$ cat config.mk
export PLATFORM = sky130hd
export DESIGN_NAME = bus_copy_engine
export DESIGN_NICKNAME = d
export VERILOG_FILES = /design/src/rtl/bus_copy_engine_pkg.sv /design/src/rtl/bus_copy_engine.sv
export SDC_FILE = /design/constraint.sdc
export NUM_CORES = 1
export LEC_CHECK = 0
export CAP_MARGIN = 20
export CORE_ASPECT_RATIO = 0.75
export CORE_MARGIN = 4
export CORE_UTILIZATION = 58
export CTS_BUF_LIST = sky130_fd_sc_hd__clkbuf_8
export DETAILED_ROUTE_END_ITERATION = 6
export PLACE_DENSITY = 0.95
export SYNTH_ARGS = -nofsm -noshare
export SYNTH_HDL_FRONTEND = slang
export SYNTH_SLANG_ARGS = --single-unit
$ cat constraint.sdc
create_clock -name clk -period 4.9 [get_ports clk]
set_input_delay 0.49 -clock clk [delete_from_list [all_inputs] [get_ports clk]]
set_output_delay 0.49 -clock clk [all_outputs]
set_load 0.005 [all_outputs]
$ cat src/rtl/bus_copy_engine_pkg.sv
// bus_copy_engine_pkg: address map constants and FSM state encodings for the copy engine
package bus_copy_engine_pkg;
  localparam logic [63:0] INITIAL_SP = 64'd200;
  localparam logic [63:0] MEM_END    = 64'd255;
  localparam logic [2:0] IDLE = 3'd0;
  localparam logic [2:0] RD   = 3'd1;
  localparam logic [2:0] RDW  = 3'd2;
  localparam logic [2:0] WR   = 3'd3;
  localparam logic [2:0] WRW  = 3'd4;
  localparam logic [2:0] DONE = 3'd5;
  localparam logic [2:0] ERR  = 3'd6;
endpackage

$ cat src/rtl/bus_copy_engine.sv
// bus_copy_engine: data_bus initiator copying len words from src to dst, aborting on bus exception
module bus_copy_engine
  import bus_copy_engine_pkg::*;
#(
  parameter int ADDR_W = 64,
  parameter int DATA_W = 64,
  parameter int LEN_W  = 16
) (
  input  logic              clk,
  input  logic              rst_n,
  input  logic              start,
  input  logic [ADDR_W-1:0] src,
  input  logic [ADDR_W-1:0] dst,
  input  logic [LEN_W-1:0]  len,
  output logic              busy,
  output logic              done,
  output logic              error,
  output logic [ADDR_W-1:0] err_addr,
  output logic [LEN_W-1:0]  words_done,
  output logic              bus_rw,
  output logic [ADDR_W-1:0] bus_addr,
  output logic [DATA_W-1:0] bus_write,
  input  logic [DATA_W-1:0] bus_read,
  input  logic              bus_exception
);
  logic [2:0]        state;
  logic [ADDR_W-1:0] src_q, dst_q, addr_q, src_i, dst_i;
  logic [LEN_W-1:0]  len_q, i, i_next;
  logic [DATA_W-1:0] data, wdata_q;
  assign i_next = i + LEN_W'(1);
  assign src_i  = src_q + ADDR_W'(i);
  assign dst_i  = dst_q + ADDR_W'(i);
  // Bus drive follows the state; addr/data registers keep the last presented values between accesses
  always_comb begin
    busy      = state == RD || state == RDW || state == WR || state == WRW;
    done      = state == DONE;
    error     = state == ERR;
    bus_rw    = state == WR;
    bus_addr  = state == RD ? src_i : state == WR ? dst_i : addr_q;
    bus_write = state == WR ? data : wdata_q;
  end
  // Copy FSM: one read then one write per word, wait cycles sample the registered responder
  always_ff @(posedge clk) begin
    if (!rst_n) begin
      state      <= IDLE;
      src_q      <= '0;
      dst_q      <= '0;
      len_q      <= '0;
      i          <= '0;
      data       <= '0;
      addr_q     <= '0;
      wdata_q    <= '0;
      err_addr   <= '0;
      words_done <= '0;
    end else begin
      case (state)
        IDLE: if (start) begin
          src_q      <= src;
          dst_q      <= dst;
          len_q      <= len;
          i          <= '0;
          words_done <= '0;
          err_addr   <= '0;
          state      <= len == '0 ? DONE : RD;
        end
        RD: begin
          addr_q <= src_i;
          state  <= RDW;
        end
        RDW: if (bus_exception) begin
          err_addr <= src_i;
          state    <= ERR;
        end else begin
          data  <= bus_read;
          state <= WR;
        end
        WR: begin
          addr_q  <= dst_i;
          wdata_q <= data;
          state   <= WRW;
        end
        WRW: if (bus_exception) begin
          err_addr <= dst_i;
          state    <= ERR;
        end else begin
          words_done <= i_next;
          if (i_next == len_q) state <= DONE;
          else begin
            i     <= i_next;
            state <= RD;
          end
        end
        default: state <= IDLE;
      endcase
    end
  end
endmodule

# Yosys cells after proc, flatten, opt, wreduce, memory -nomap -nowiden

Index checks and enable logic that the tools add are counted.

Add/sub/neg operators: 3
Equal/unequal tests: 12
Reduce and logical (&&, ||, !) cells: 13
Bitwise logic cells: 1
Multiplexer cells: 20

Operators by type and width:

| kind                  | number |
|---|---|
| $mux 64               | 6 |
| $pmux 64 s3           | 1 |
| $add 64x16->64        | 2 |
| $pmux 64 s2           | 1 |
| $mux 16               | 4 |
| $pmux 16 s2           | 2 |
| $add 16x1->16 const B | 1 |
| $eq 16x16->1          | 1 |
| $logic_not 16->1      | 1 |
| $mux 3                | 5 |
| $pmux 3 s5            | 1 |
| $ne 2x2->1 const B    | 5 |
| $eq 3x3->1 const B    | 3 |
| $reduce_and 4->1      | 2 |
| $eq 3x2->1 const B    | 2 |
| $reduce_and 2->1      | 2 |
| $reduce_bool 2->1     | 2 |
| $eq 3x1->1 const B    | 1 |
| $logic_not 3->1       | 1 |
| $logic_or 1x1->1      | 3 |
| $reduce_and 3->1      | 1 |
| $reduce_bool 3->1     | 1 |
| $not 1->1             | 1 |

Word-level logic and storage cells: 59
Output and inout bits: 212
Input port bits: 212
Register bits: 435

# Depth between registers and ports, before layout

Gate-level depths: netlist of run 1.

Word-level depth: 5
Gate-level depth with buffers: 11

# Least setup slack after synthesis of run 1

No wires, ideal clock.

Path type: reg2out
Start: register i[0]
End: output port bus_addr[48]
Stages on the path, launching flop included: 12
Data required time: 4.410 ns
Buffers on the path: 1
Path slack: 1.531 ns
Arrival time: 2.879 ns
Path through: dfxtp_1 ha_1 fa_1 a21o_1 a221oi_1 o211ai_1 o21ai_1 buf_2 a211oi_1 xnor2_1 a21oi_1 or2_2

Longest elaborated chain between the ends: 3
Elaborated cells between the ends (all ways): 4

RTL lines:

| element                | RTL line              | source |
|---|---|---|
| from (decl)            | bus_copy_engine.sv:28 | `logic [LEN_W-1:0] len_q, i, i_next;` |
| from (signal assigned) | bus_copy_engine.sv:89 | `i <= i_next;` |
| $add 64x16->64         | bus_copy_engine.sv:32 | `assign dst_i = dst_q + ADDR_W'(i);` |
| $mux 64                | bus_copy_engine.sv:39 | `bus_addr = state == RD ? src_i : state == WR ? dst_i : addr_q;` |
| $mux 64 (*)            | bus_copy_engine.sv:39 |  |
| to (decl)              | bus_copy_engine.sv:21 | `output logic [ADDR_W-1:0] bus_addr,` |

Every way passes the cells marked *; elsewhere a longest branch is shown, timed or not.

# Worst setup path after layout of run 1

Start: register i[0]
End: output port bus_addr[28]

Same word-level chain as after synthesis.

==> run_results.csv, run 1 <==
group,metric,value,unit
floorplanning,ioPinCount,424,
route,drcViolationCount,0,
logic_synthesis,synth_fa_ha_area_share,2.08,%
logic_synthesis,synth_top_flop_cell,"dfxtp_1",
timing,min_period_over_period,98.2,%
global_routing,grt_pass1_vias,22900,
final_layout,finish.net_count,3458,
logic_synthesis,synth_top_family_by_area,"simple AND/OR/NAND/NOR gates",
logic_synthesis,syn_area_per_cell,7.62,sq um
floorplanning,core_area,37000,sq um
clock_network,cts_buffers,68,
logic_synthesis,synthArstFlopShare,0,%
logic_synthesis,yosys.area.top_type,"dfxtp_1",
final_layout,syn_to_final_growth,29.0,%
clock_network,ctsRootBufferMaster,"clkbuf_8",
power_and_ir_drop,irDropWorstVdd,0.321,mV
critical_path,path_class,"flop to primary output",
power_and_ir_drop,p_per_area,341,nW/um^2
timing,finClkSkew,0.0370,ns
final_layout,stdcell_count,3764,
logic_synthesis,synth_edf_count,0,
floorplanning,die_w,232,um
place,port_buffers,423,
logic_synthesis,synth_simple_gate_area_share,24.2,%
timing,maxSlewHeadroom,21.8,%
route,vias,24300,
place,dp.cells,3636,
global_routing,grt_usage,42.3,%
logic_synthesis,ys_seq_elements,435,
place,dp.final_hpwl,64700,um
timing,final_max_slew_viol_count,0,
logic_synthesis,synthTopCellsByArea,"dfxtp_1 40%, nand2_1 13%, a21oi_1 9.1%",
floorplanning,fp.dieH,176,um
final_layout,regArea,8720,sq um
route,drtIter0Drc,3552,
logic_synthesis,synth_xor_area_share,6.27,%
route,drtPass1Iterations,7,
logic_synthesis,syn_nets,3103,
global_routing,grt.overflow.total,0,
timing,finalCriticalPeriod,4.81,ns
clock_network,cts_buffer_depth,3,
timing,hold_violations,0,
logic_synthesis,synth_mux_area_share,1.02,%
final_layout,multi_input_area,12400,sq um
logic_synthesis,synth.most_common_cell,"nand2_1",
global_routing,antenna_found_initial,1,
floorplanning,die-area,40700,sq um
logic_synthesis,synth_top_area_share,40.0,%
logic_synthesis,yosysSeqAreaShare,40.0,%
critical_path,worstPathMaxFanout,8,
clock_network,clkLatencyLatePin,0.65,ns
timing,tightest_slew,1.17,ns
clock_network,cts_tree,"built",
global_routing,grt_max_degree,99,
timing,fin_ws,0.0891,ns
logic_synthesis,synth_area,21800,sq um
clock_network,cts.reportedPaths.clkPinSlew,0.07,ns
critical_path,crit_arrival,4.32,ns
timing,final-setup-viol-count,0,
route,totalWireLength,90900,um
route,viasPerCell,6.46,
critical_path,critPathLaunchType,"flop",
min_path,hold_class,"input pin to flop",
logic_synthesis,synth_compound_area_share,22.2,%
critical_path,crit_required,4.41,ns
clock_network,cts_hold_buf,0,
place,gp_congestion,1.06,
logic_synthesis,synth_top_cells_by_count,"764 x nand2_1, 435 x dfxtp_1, 394 x a21oi_1, 172 x clkbuf_1, 132 x nor2_1",
status,status,"finished clean",
logic_synthesis,ys_warn_count,0,
min_path,hold_path_depth,3,
logic_synthesis,netlist_instances,2856,
floorplanning,start_util,58.8,%
route,wl_per_cell,24.2,um
timing,max_freq,208,MHz
run,drv_cap,0,
final_layout,n_fill_cell,2616,
global_routing,grt_first_pass_wirelength,135000,um
critical_path,rr_worst_depth,9,
clock_network,clkSinkCount,435,
final_layout,drive_above_1_share,7.70,%
floorplanning,fp-row-count,61,
route,ant_nets,0,
logic_synthesis,yosysUniqueCellTypes,88,
power_and_ir_drop,power,9.58,mW
timing,hold_ws,0.393,ns
critical_path,end_kind,"primary output",
place,place_ws,0.289,ns
power_and_ir_drop,p_leak,10.4,nW
clock_network,htreeDepth,3,
cells in the final DEF (no fill, tap or decap), types with 67 or more instances in the layout:
| cell type | synthesis | final |
|---|---|---|
| nand3_1 | 75 | 75 |
| dfxtp_1 | 435 | 424 |
| nor2_1 | 132 | 131 |
| a21oi_1 | 394 | 392 |
| xnor2_1 | 87 | 85 |
| clkbuf_8 | 0 | 86 |
| clkdlybuf4s50_1 | 0 | 422 |
| o21ai_0 | 102 | 98 |
| nand2_1 | 764 | 762 |
| buf_4 | 1 | 67 |
state kept, by name (all words and copies together) (netlist names):
| register | count |
|---|---|
| addr_q | 64 |
| data | 64 |
| dst_q | 64 |
| err_addr | 64 |
| i | 16 |
| len_q | 16 |
| src_q | 64 |
| state | 3 |
| wdata_q | 64 |
| words_done | 16 |
per-layer routing:
metal | wire length (um) | track usage (%) | up-vias
met5 | 0 | 0 | -
met1 | 35400 | 57.7 | 11400
met4 | 4480 | 17.6 | 0
li1 | - | - | 10600
met2 | 37900 | 61.3 | 1919
met3 | 13100 | 14.7 | 384
cell type report:
class / instances / area share (%)
antenna: 1 / 0.00891
timing repair buffer: 492 / 17.0
inverter: 29 / 0.414
sequential: 435 / 31.1
clock inverter: 32 / 0.731
tap: 504 / 2.25
clock buffer: 86 / 4.22
multi-input combinational: 2185 / 44.3
per-stage QoR:
stage / TNS, ns / cell area [sq um] / utilization (%)
floorplan: 0 / 21800 / -
global route: -0.0356 / 28100 / 75.9
detailed placement: 0 / 26400 / 71.2
finish: 0 / 28100 / 75.9
global placement: 0 / 26300 / 71.2
CTS: 0 / 27800 / 75.1
where the power goes:
group | total, mW | internal (mW) | switching, mW | leakage [nW]
registers | 4.12 | 3.83 | 0.295 | 3.55
clock network | 3.20 | 1.69 | 1.51 | 0.781
logic | 2.26 | 0.890 | 1.36 | 6.11
final timing paths:
path / startpoint / endpoint / slack [ns]
worst max register to register: i[1] / i[7] / 1.01
worst min-delay path: dst[20] / dst_q[20] / 0.39
worst max-delay path: i[0] / bus_addr[28] / 0.09
worst min register to register: data[10] / data[10] / 0.46
critical path: stages, from the launching register on:
cell and delay (ns):
dfxtp_4 0.38, ha_1 0.23, fa_1 0.43, a21o_1 0.24
a221oi_4 0.33, o211ai_1 0.23, buf_4 0.20, o21ai_2 0.27
a21boi_0 0.18, xnor2_1 0.22, o221ai_1 0.38, clkdlybuf4s50_1 0.58
cells by family after synthesis:
family	Yosys count
compound gates	780
xor+xnor	143
fa+ha+maj	35
buf+inv	236
flops	435
mux	22
simple gates	1205
timing repair:
item	4_1_cts	5_1_grt
pin swaps	1	3
resized for setup	13	48
endpoints found under the setup margin	21	38
setup buffers	1	8
(Power assumes the default switching activity.)
==> inputs of run 2 (changes only) <==
Settings changed: ABC_AREA from default to 1, CORE_UTILIZATION 58 to 59.
==> run 2 against run 1 <==
Effect of this change:
- the run now ends with design-rule violations left
- combinational power grew to 2.9 times the previous value
- clock power is 5% lower
- clock-buffer cell count is 6 lower
- critical path depth is 4 higher
- via count is 14% higher
- setup slack better by 0.093 ns
==> run_results.csv, run 2 <==
group,metric,value,unit
power_and_ir_drop,seqPwrFrac,35.4,%
logic_synthesis,syn_area_per_cell,6.27,sq um
floorplanning,fp.dieH,180,um
global_routing,use_met2,60.8,%
clock_network,clkSinkCount,435,
timing,final-setup-viol-count,0,
place,dp.final_hpwl,75400,um
critical_path,critPathLaunchType,"flop",
critical_path,crit_chain,"ha_1 -> a21oi_1 -> nand2_1 -> nand2_1 -> nand2_1 -> nand2_1 -> nand2_1 -> nand2_1 -> nand2_1 -> xor2_1 -> nand2_1 -> nand2_1 -> o21ai_1 -> inv_1 -> clkdlybuf4s50_1",
clock_network,ctsRootBufferMaster,"clkbuf_8",
clock_network,clkLatencyLatePin,0.65,ns
power_and_ir_drop,internal-power,8.30,mW
logic_synthesis,synth.most_common_cell,"nand2_1",
route,wl_per_cell,21.6,um
timing,final_max_slew_viol_count,0,
critical_path,startpoint,"i[2]",
place,place_area,27800,sq um
status,status,"complete, but fails checks",
final_layout,stdcell_count,4623,
logic_synthesis,yosysSeqAreaShare,37.3,%
critical_path,r2r_end,"i[12]",
critical_path,timing.critical_path.to,"bus_addr[25]",
logic_synthesis,syn_nets,3966,
critical_path,cpMaxStageDelayCell,"dfxtp_1",
global_routing,grt.overflow.total,0,
route,drtPass1Iterations,7,
timing,hold_violations,0,
clock_network,htreeDepth,3,
logic_synthesis,synth_simple_gate_area_share,36.7,%
logic_synthesis,synth_top_family_by_area,"simple AND/OR/NAND/NOR gates",
power_and_ir_drop,p_leak,13.4,nW
timing,finClkSkew,0.0303,ns
timing,min_period_over_period,96.3,%
final_layout,final_common_cell,"nand2_1",
global_routing,grt_first_pass_wirelength,147000,um
timing,finalCriticalPeriod,4.72,ns
logic_synthesis,synth_area,23300,sq um
logic_synthesis,yosys.area.top_type,"dfxtp_1",
floorplanning,die-area,42800,sq um
clock_network,cts_buffer_depth,3,
logic_synthesis,netlist_instances,3719,
timing,rsz0062_at_grt,"false",
global_routing,met1_usage,61.0,%
floorplanning,ioPinCount,424,
place,gp_congestion,1.14,
critical_path,crit_top_cell,"nand2_1",
logic_synthesis,synth_fa_ha_area_share,1.94,%
final_layout,drive_above_1_share,3.84,%
logic_synthesis,yosysUniqueCellTypes,48,
global_routing,use_met3,18.5,%
logic_synthesis,ys_seq_elements,435,
floorplanning,fp-row-count,62,
logic_synthesis,synth_edf_count,0,
timing,tightest_slew,1.05,ns
critical_path,path_depth,15,
floorplanning,die_w,238,um
power_and_ir_drop,power_frac_comb,44.0,%
place,port_buffers,423,
route,totalWireLength,99800,um
power_and_ir_drop,p_sw,6.50,mW
clock_network,cts_hold_buf,0,
critical_path,crit_arrival,4.23,ns
logic_synthesis,ys_warn_count,0,
global_routing,grt_usage,44.2,%
route,drcViolationCount,21,
power_and_ir_drop,irDropWorstVdd,0.450,mV
global_routing,grt_pass1_vias,25200,
status,violations,"design-rule violations",
critical_path,worstPathMaxFanout,11,
final_layout,syn_to_final_growth,24.7,%
final_layout,final_area,29100,sq um
logic_synthesis,synth_xor_area_share,2.20,%
power_and_ir_drop,swShare,43.9,%
power_and_ir_drop,clkPwrFrac,20.6,%
final_layout,finish.net_count,4316,
logic_synthesis,synth_top_cells_by_count,"1081 x nand2_1, 523 x nor2_1, 435 x dfxtp_1, 352 x inv_1, 305 x o21ai_0",
logic_synthesis,synth_mux_area_share,0,%
final_layout,layout_common_cells,"1081 x nand2_1, 519 x nor2_1, 435 x dfxtp_1, 422 x clkdlybuf4s50_1, 369 x inv_1",
global_routing,grt_max_degree,131,
logic_synthesis,synth_compound_area_share,13.1,%
route,ant_nets,0,
critical_path,critical-path-top-delay-family,"simple AND/OR/NAND/NOR gates",
route,drtIter0Drc,4036,
critical_path,timing.rr.start,"i[1]",
route,viasPerCell,5.99,
critical_path,rrSetupSlack,1.37,ns
clock_network,cts.reportedPaths.clkPinSlew,0.06,ns
power_and_ir_drop,p_per_area,509,nW/um^2
place,dp.cells,4511,
clock_network,cts_tree,"built",
critical_path,rr_worst_depth,15,
route,vias,27700,
timing,maxSlewHeadroom,30.2,%
global_routing,grt_most_used_layer,"met1",
critical_path,path_buf_inv,2,
critical_path,slowest_delay,0.62,ns
logic_synthesis,synth_top_area_share,37.3,%
floorplanning,start_util,60.4,%
timing,tns,0,ns
final_layout,diodes,0,
floorplanning,core_area,38600,sq um
timing,hold_ws,0.393,ns
global_routing,antenna_found_initial,2,
timing,max_freq,212,MHz
min_path,hold_class,"input pin to flop",
logic_synthesis,synthArstFlopShare,0,%
logic_synthesis,synth_top_flop_cell,"dfxtp_1",
clock_network,cts_buffers,68,
critical_path,crit_required,4.41,ns
run,drv_cap,0,
critical_path,path_class,"flop to primary output",
logic_synthesis,synthTopCellsByArea,"dfxtp_1 37%, nand2_1 17%, nor2_1 8.4%",
final_layout,fin_util,75.2,%
critical_path,end_kind,"primary output",
run 2: changes by cell type in the layout (fill, tap and decap cells not counted), moves of 50 or more:
cell     previous run  this run
o21ai_0            98       304
inv_1              46       369
nand3_1            75       300
a21oi_1           392       240
and2_1             57         7
nand2_1           762      1081
nor2_1            131       519
xnor2_1            85         6
run 2: cells by family (layout without fill, tap and decap cells):
family          count (synthesis)  count (layout)
simple gates                 2072            2072
compound gates                590             590
buf+inv                       530             922
flops                         435             435
xor+xnor                       57              57
fa+ha+maj                      35              35
run 2: power groups by stage:
stage	combinational (mW)	clock, mW	sequential [mW]
finish	6.51	3.05	5.23
global route	6.89	3.19	5.26
CTS	6.24	3.04	5.14
detailed placement	6.18	0	5.21
global placement	6.11	0	5.19
floorplan	3.27	0	4.94
run 2: layout make-up:
class / instances / area (sq um)
clock inverters: 32 / 186
fillers: 3118 / 9560
clock buffers: 80 / 1100
inverters: 363 / 1370
multi-input cells: 2754 / 12600
repair buffers: 447 / 4470
well taps: 512 / 641
flip-flops and latches: 435 / 8710
run 2: tightest hold or removal path, stage by stage:
cell	delay [ns]
buf_6	0.29
nand2_1	0.16
inv_1	0.03
run 2: worst min path at each step:
stage / start / to / slack (ns) / cells after the start
final: rst_n / addr_q[29] / 0.39 / 3
after global routing: rst_n / addr_q[29] / 0.42 / 3
after CTS: rst_n / addr_q[32] / 0.36 / 3
after detailed placement: wdata_q[18] / wdata_q[18] / 0.46 / 2
after global placement: wdata_q[0] / wdata_q[0] / 0.46 / 2
after floorplan: len_q[1] / len_q[1] / 0.44 / 2
run 2: routing by layer:
metal | part of all wire, % | up-vias
met1 | 39 | 12600
met2 | 39 | 2148
met3 | 16 | 341
met5 | 0.19 | -
met4 | 4.9 | 6
li1 | - | 12600
run 2: repair_timing:
item,CTS,global route
resized for setup,0,1
setup buffers,0,0
setup endpoints to repair,0,2
run 2: per-stage QoR:
| step | total power [mW] | setup WS [ns] |
|---|---|---|
| 4_1_cts | 14.4 | 0.252 |
| 3_5_place_dp | 11.4 | 0.944 |
| 5_1_grt | 15.3 | 0.0304 |
| 2_1_floorplan | 8.21 | 2.28 |
| 3_3_place_gp | 11.3 | 0.992 |
| 6_report | 14.8 | 0.182 |
